$ cat config.mk
export PLATFORM = sky130hd
export DESIGN_NAME = if_fetch
export DESIGN_NICKNAME = d
export VERILOG_FILES = /design/src/rtl/if_fetch_pkg.sv /design/src/rtl/if_fetch_buf.sv /design/src/rtl/if_fetch.sv
export SDC_FILE = /design/constraint.sdc
export NUM_CORES = 1
export LEC_CHECK = 0
export ABC_AREA = 1
export CORE_ASPECT_RATIO = 0.7
export CORE_MARGIN = 2
export CORE_UTILIZATION = 40
export CTS_CLUSTER_DIAMETER = 100
export DETAILED_ROUTE_END_ITERATION = 6
export GPL_ROUTABILITY_DRIVEN = 0
export GPL_TIMING_DRIVEN = 0
export PLACE_DENSITY = 0.64
export REMOVE_ABC_BUFFERS = 1
export SYNTH_ARGS = -nofsm -noshare
export SYNTH_HDL_FRONTEND = slang
export SYNTH_SLANG_ARGS = --single-unit
$ cat constraint.sdc
create_clock -name clk -period 15.4 [get_ports clk]
set_input_delay 3.08 -clock clk [delete_from_list [all_inputs] [get_ports clk]]
set_output_delay 3.08 -clock clk [all_outputs]
set_load 0.005 [all_outputs]
$ cat src/rtl/if_fetch_pkg.sv
// Shared types and sizing constants for the IF fetch sequencer and its
// tagged output buffer.
package if_fetch_pkg;

    localparam int NUM_TRD   = 8;
    localparam int TRD_W     = 3;
    localparam int PC_W      = 32;
    localparam int INST_W    = 32;
    localparam int BUF_DEPTH = 2;

    typedef enum logic [1:0] {
        IDLE = 2'd0,
        REQ  = 2'd1,
        WAIT = 2'd2
    } fetch_state_e;

    typedef struct packed {
        logic [INST_W-1:0] inst;
        logic [PC_W-1:0]   pc;
        logic [TRD_W-1:0]  trd;
        logic              vld;
    } fetch_entry_t;

endpackage

$ cat src/rtl/if_fetch_buf.sv
// Tagged instruction FIFO feeding IF/ID. Entries of a killed thread are
// invalidated in place and skipped silently when they reach the head.
module if_fetch_buf
    import if_fetch_pkg::*;
#(
    parameter int DEPTH = BUF_DEPTH
) (
    input  logic              clk,
    input  logic              rst,
    input  logic              push,
    input  logic [INST_W-1:0] push_inst,
    input  logic [PC_W-1:0]   push_pc,
    input  logic [TRD_W-1:0]  push_trd,
    input  logic              kill_vld,
    input  logic [TRD_W-1:0]  kill_trd,
    input  logic              id_rdy,
    output logic              if_vld,
    output logic [INST_W-1:0] if_inst,
    output logic [PC_W-1:0]   if_pc,
    output logic [TRD_W-1:0]  if_trd,
    output logic              buf_free
);

    localparam int PTR_W = (DEPTH > 1) ? $clog2(DEPTH) : 1;
    localparam logic [PTR_W:0] FULL_CNT = (PTR_W+1)'(DEPTH);

    fetch_entry_t     mem [DEPTH];
    logic [PTR_W-1:0] wr_ptr;
    logic [PTR_W-1:0] rd_ptr;
    logic [PTR_W:0]   count;
    fetch_entry_t     head;
    logic             present;
    logic             pop;

    assign head     = mem[rd_ptr];
    assign present  = (count != '0);
    // An invalidated head drains on its own, without waiting for decode.
    assign pop      = present && (!head.vld || id_rdy);
    assign buf_free = (count < FULL_CNT);

    assign if_vld  = present && head.vld;
    assign if_inst = if_vld ? head.inst : '0;
    assign if_pc   = if_vld ? head.pc   : '0;
    assign if_trd  = if_vld ? head.trd  : '0;

    always_ff @(posedge clk or posedge rst) begin
        if (rst) begin
            wr_ptr <= '0;
            rd_ptr <= '0;
            count  <= '0;
            for (int i = 0; i < DEPTH; i++) begin
                mem[i] <= '0;
            end
        end else begin
            for (int i = 0; i < DEPTH; i++) begin
                if (kill_vld && (mem[i].trd == kill_trd)) begin
                    mem[i].vld <= 1'b0;
                end
            end
            if (push) begin
                mem[wr_ptr] <= '{inst: push_inst, pc: push_pc, trd: push_trd, vld: 1'b1};
                wr_ptr      <= wr_ptr + PTR_W'(1);
            end
            if (pop) begin
                rd_ptr <= rd_ptr + PTR_W'(1);
            end
            case ({push, pop})
                2'b10:   count <= count + (PTR_W+1)'(1);
                2'b01:   count <= count - (PTR_W+1)'(1);
                default: count <= count;
            endcase
        end
    end

endmodule

$ cat src/rtl/if_fetch.sv
// Instruction-fetch sequencer: one outstanding imem request at a time,
// PC+4 write-back on grant, responses tagged and buffered for decode.
module if_fetch
    import if_fetch_pkg::*;
#(
    parameter int BUF_DEPTH = if_fetch_pkg::BUF_DEPTH
) (
    input  logic               clk,
    input  logic               rst,
    input  logic [TRD_W-1:0]   cur_trd,
    input  logic [PC_W-1:0]    cur_pc,
    input  logic [NUM_TRD-1:0] run_trd,
    input  logic               stall_if,
    input  logic               kill_vld,
    input  logic [TRD_W-1:0]   kill_trd,
    output logic               trd_hold,
    output logic               imem_req,
    output logic [PC_W-1:0]    imem_addr,
    input  logic               imem_gnt,
    input  logic               imem_rvld,
    input  logic [INST_W-1:0]  imem_rdata,
    output logic [NUM_TRD-1:0] pc_wr,
    output logic [PC_W-1:0]    nxt_pc,
    output logic               if_vld,
    output logic [INST_W-1:0]  if_inst,
    output logic [PC_W-1:0]    if_pc,
    output logic [TRD_W-1:0]   if_trd,
    input  logic               id_rdy,
    output logic               fetch_err
);

    fetch_state_e     state;
    logic [TRD_W-1:0] f_trd;
    logic [PC_W-1:0]  f_pc;
    logic             drop;

    logic buf_free;
    logic issue;
    logic kill_f;
    logic gnt_ok;
    logic push;
    logic err_now;

    assign kill_f = kill_vld && (kill_trd == f_trd);
    assign issue  = (state == IDLE) && !stall_if && run_trd[cur_trd] &&
                    !(kill_vld && (kill_trd == cur_trd)) && buf_free;
    assign gnt_ok = (state == REQ) && imem_gnt;
    // A response for a thread killed at any point since issue is discarded.
    assign push    = (state == WAIT) && imem_rvld && !drop && !kill_f;
    assign err_now = (imem_rvld && (state != WAIT)) || (imem_gnt && (state != REQ));

    assign trd_hold  = (state != IDLE) || issue;
    assign imem_req  = (state == REQ);
    assign imem_addr = imem_req ? f_pc : '0;
    assign pc_wr     = gnt_ok ? (NUM_TRD'(1) << f_trd) : '0;
    assign nxt_pc    = gnt_ok ? (f_pc + PC_W'(4)) : '0;

    always_ff @(posedge clk or posedge rst) begin
        if (rst) begin
            state     <= IDLE;
            f_trd     <= '0;
            f_pc      <= '0;
            drop      <= 1'b0;
            fetch_err <= 1'b0;
        end else begin
            fetch_err <= fetch_err || err_now;
            case (state)
                IDLE: begin
                    if (issue) begin
                        state <= REQ;
                        f_trd <= cur_trd;
                        f_pc  <= cur_pc;
                        drop  <= 1'b0;
                    end
                end
                REQ: begin
                    if (imem_gnt) begin
                        state <= WAIT;
                        if (kill_f) begin
                            drop <= 1'b1;
                        end
                    end else if (kill_f) begin
                        state <= IDLE;
                    end
                end
                WAIT: begin
                    if (imem_rvld) begin
                        state <= IDLE;
                    end else if (kill_f) begin
                        drop <= 1'b1;
                    end
                end
                default: state <= IDLE;
            endcase
        end
    end

    if_fetch_buf #(
        .DEPTH (BUF_DEPTH)
    ) u_buf (
        .clk       (clk),
        .rst       (rst),
        .push      (push),
        .push_inst (imem_rdata),
        .push_pc   (f_pc),
        .push_trd  (f_trd),
        .kill_vld  (kill_vld),
        .kill_trd  (kill_trd),
        .id_rdy    (id_rdy),
        .if_vld    (if_vld),
        .if_inst   (if_inst),
        .if_pc     (if_pc),
        .if_trd    (if_trd),
        .buf_free  (buf_free)
    );

endmodule
==> impl_metrics.xml <==
<?xml version="1.0" encoding="UTF-8"?>
<metrics>
  <group name="status">
    <metric name="outcome" unit="">finished, final reports clean</metric>
  </group>
  <group name="floorplanning">
    <metric name="dieWidth" unit="µm">187</metric>
    <metric name="dieArea" unit="µm²">24800</metric>
    <metric name="die_h" unit="µm">132</metric>
    <metric name="rows" unit="">46</metric>
    <metric name="core_area" unit="µm²">22800</metric>
    <metric name="num_io_pins" unit="">228</metric>
    <metric name="floorplan.initialDensity" unit="%">41.2</metric>
  </group>
  <group name="synth">
    <metric name="yosys.area.top_type" unit="">dfrtp_1</metric>
    <metric name="synth-edff-count" unit="">0</metric>
    <metric name="avgSynthCellArea" unit="µm²">7.00</metric>
    <metric name="post_synthesis_sequential_area_ratio" unit="%">47.6</metric>
    <metric name="post_synth_most_frequent_cells" unit="">555 x nand2_1, 179 x dfrtp_1, 145 x inv_1, 145 x nor2_1, 83 x a21oi_1</metric>
    <metric name="ys_seq_elements" unit="">179</metric>
    <metric name="post-synth-top-count-cell" unit="">nand2_1</metric>
    <metric name="ys.warnings.count" unit="">0</metric>
    <metric name="yosys_most_used_dff" unit="">dfrtp_1</metric>
    <metric name="postSynthCellCount" unit="">1345</metric>
    <metric name="synth_top_cells_by_area" unit="">dfrtp_1 48%, nand2_1 22%, inv_1 5.8%</metric>
    <metric name="asyncSetResetFlopFracSynth" unit="%">100</metric>
    <metric name="mappedNetlistArea" unit="µm²">9410</metric>
    <metric name="synth_top_area_share" unit="%">47.6</metric>
    <metric name="synth.distinct_cells" unit="">34</metric>
  </group>
  <group name="cts">
    <metric name="post-cts-setup-buffer-count" unit="">0</metric>
    <metric name="cells_resized_by_post_cts_repair" unit="">0</metric>
    <metric name="root_buffer" unit="">clkbuf_16</metric>
    <metric name="tritoncts" unit="">done</metric>
    <metric name="cts_htree_levels" unit="">4</metric>
    <metric name="cts-buffers-inserted" unit="">17</metric>
    <metric name="clock_latency" unit="ps">440</metric>
    <metric name="clock_tree.buffer_depth" unit="">2</metric>
    <metric name="cts_hold_buffers" unit="">0</metric>
    <metric name="worst_setup_hold_path_clk_slew" unit="ps">70</metric>
    <metric name="clkSinkCount" unit="">179</metric>
  </group>
  <group name="sta">
    <metric name="final.setup_skew" unit="ps">14.0</metric>
    <metric name="sum_neg_setup_slack" unit="ps">0</metric>
    <metric name="fmax" unit="MHz">110</metric>
    <metric name="setup_viol_count_final" unit="">0</metric>
    <metric name="timing_worst_slew_pin_value" unit="ps">1210</metric>
    <metric name="rsz0062_at_grt" unit="">false</metric>
    <metric name="timing.slew.headroom" unit="%">19.1</metric>
    <metric name="layout_worst_path_cycle_share" unit="%">58.9</metric>
    <metric name="finalCriticalPeriod" unit="ps">9070</metric>
    <metric name="max_slew_violation_count" unit="">0</metric>
    <metric name="fin_ws" unit="ps">6330</metric>
    <metric name="hold_viol" unit="">0</metric>
  </group>
  <group name="global_routing">
    <metric name="grt_busiest_layer" unit="">met2</metric>
    <metric name="first_global_vias" unit="">8500</metric>
    <metric name="global_route_wire_length_before_repair" unit="µm">46400</metric>
    <metric name="grt_antenna_before_repair" unit="">2</metric>
    <metric name="grt_max_degree" unit="">104</metric>
    <metric name="globalRouteOverflowTotal" unit="">0</metric>
    <metric name="gr-usage-met3" unit="%">5.91</metric>
    <metric name="gr-usage-met1" unit="%">34.8</metric>
    <metric name="grt_use_total" unit="%">23.6</metric>
    <metric name="grt_use_met2" unit="%">35.1</metric>
  </group>
  <group name="detailed_routing">
    <metric name="drtPass1Iterations" unit="">5</metric>
    <metric name="wl_per_cell" unit="µm">15.6</metric>
    <metric name="antenna_viol_nets_final" unit="">0</metric>
    <metric name="drc_errors" unit="">0</metric>
    <metric name="dr.first_iter.drc_count" unit="">812</metric>
    <metric name="wirelength" unit="µm">28900</metric>
    <metric name="dr_vias" unit="">9052</metric>
    <metric name="viasPerCell" unit="">4.89</metric>
  </group>
  <group name="critical_path">
    <metric name="worst-endpoint-required" unit="ps">12320</metric>
    <metric name="start_kind" unit="">primary input</metric>
    <metric name="rrSetupSlack" unit="ps">12250</metric>
    <metric name="worstPathArrival" unit="ps">5990</metric>
    <metric name="path_max_fanout" unit="">23</metric>
    <metric name="nature_of_the_critical_path_endpoint" unit="">output port</metric>
    <metric name="critical_path_class" unit="">in2out</metric>
  </group>
  <group name="placement">
    <metric name="dpl.hpwl" unit="µm">19100</metric>
    <metric name="dpl-instance-area" unit="µm²">11900</metric>
    <metric name="io_buffer_count" unit="">227</metric>
    <metric name="place_worst_setup_slack" unit="ps">6370</metric>
  </group>
  <group name="final_layout">
    <metric name="fin_area" unit="µm²">12500</metric>
    <metric name="final.fill_count" unit="">2244</metric>
    <metric name="area_growth_syn_to_layout" unit="%">32.8</metric>
    <metric name="multiInputGateArea" unit="µm²">4040</metric>
    <metric name="final_layout_size_suffix_gt1_share" unit="%">3.25</metric>
    <metric name="seqCellArea" unit="µm²">4480</metric>
    <metric name="fin_nets" unit="">1618</metric>
  </group>
  <group name="power_and_ir_drop">
    <metric name="cellLeakagePower" unit="nW">6.06</metric>
    <metric name="power-per-cell-area" unit="nW/µm²">179</metric>
    <metric name="worst_ir_drop_vdd" unit="mV">0.0959</metric>
  </group>
  <group name="min_path">
    <metric name="hold_class" unit="">reg2reg</metric>
  </group>
  <group name="run">
    <metric name="drv_cap" unit="">0</metric>
  </group>
</metrics>
-- flip-flops by register name, indices dropped and copies added, names as in the netlist --
signal / count
u_buf.wr_ptr: 1
u_buf.count: 2
state: 2
f_pc: 32
f_trd: 3
u_buf.rd_ptr: 1
drop: 1
fetch_err: 1
u_buf.mem: 136
-- per-stage QoR --
step	power, mW	utilization (%)	hold slack (ps)	instances
after floorplan	1.33	-	442	1273
after global placement	1.77	51.3	453	1812
after detailed placement	1.80	52.1	458	1819
after CTS	2.25	54.7	475	1851
after global routing	2.42	54.7	487	1852
final	2.24	54.7	474	1853
-- placed cells by master (no fill, tap or decap), drive strengths merged, types with 4 or more instances in the layout --
| cell type | count |
|---|---|
| a21oi | 83 |
| buf | 7 |
| clkbuf | 18 |
| clkdlybuf4s50 | 227 |
| dfrtp | 179 |
| ha | 7 |
| inv | 158 |
| nand2 | 556 |
| nand3 | 22 |
| nor2 | 147 |
| nor3 | 21 |
| o21ai | 80 |
| xnor2 | 4 |
| xor2 | 10 |
-- power breakdown --
part / internal [mW] / switching, mW
clock: 0.236 / 0.210
sequential: 0.676 / 0.190
combinational: 0.405 / 0.523
total: 1.32 / 0.923
-- cell type report --
type / count / area share (%)
Sequential cell: 179 / 35.9
Clock buffer: 18 / 3.51
Tap cell: 312 / 3.12
Timing Repair Buffer: 234 / 19.4
Antenna cell: 2 / 0.0400
Clock inverter: 14 / 1.23
Inverter: 147 / 4.51
Multi-Input combinational cell: 947 / 32.3
-- logic make-up (layout without fill, tap and decap cells) --
family | Yosys count | after routing | synth area share, %
xor gates and xnor gates | 14 | 14 | 1.30
DFF | 179 | 179 | 47.6
buffers and inverters | 219 | 413 | 9.55
muxes | 1 | 1 | 0.106
and+or+nand+nor | 754 | 754 | 31.2
AOI/OAI and AO/OA | 171 | 171 | 9.29
other | 0 | 2 | 0
adders and majority gates | 7 | 7 | 0.931
-- routing by layer --
metal / share of wire, % / vias up
met5: 0 / -
met4: 0.98 / 0
met3: 8.5 / 23
met2: 43 / 342
met1: 48 / 4235
li1: - / 4452
-- worst max-delay path, stage by stage --
cell	delay (ps)
clkdlybuf4s50_1	580
nand2_1	630
inv_1	700
o21ai_0	170
a21oi_1	260
clkdlybuf4s50_1	560
-- path summary, 6_finish.rpt --
kind | startpoint | to | cells past startpoint
max in group asynchronous | rst | u_buf.rd_ptr$_DFFE_PP0P_ | 3
max | imem_gnt | nxt_pc[15] | 6
min | u_buf.mem[109]$_DFFE_PP0P_ | u_buf.mem[109]$_DFFE_PP0P_ | 2
min reg2reg | u_buf.mem[109]$_DFFE_PP0P_ | u_buf.mem[109]$_DFFE_PP0P_ | 2
min in group asynchronous | rst | u_buf.mem[64]$_DFFE_PP0P_ | 2
max reg2reg | state[1]$_DFFE_PP0P_ | state[1]$_DFFE_PP0P_ | 6
No activity file was read; power rests on OpenSTA's default activity.
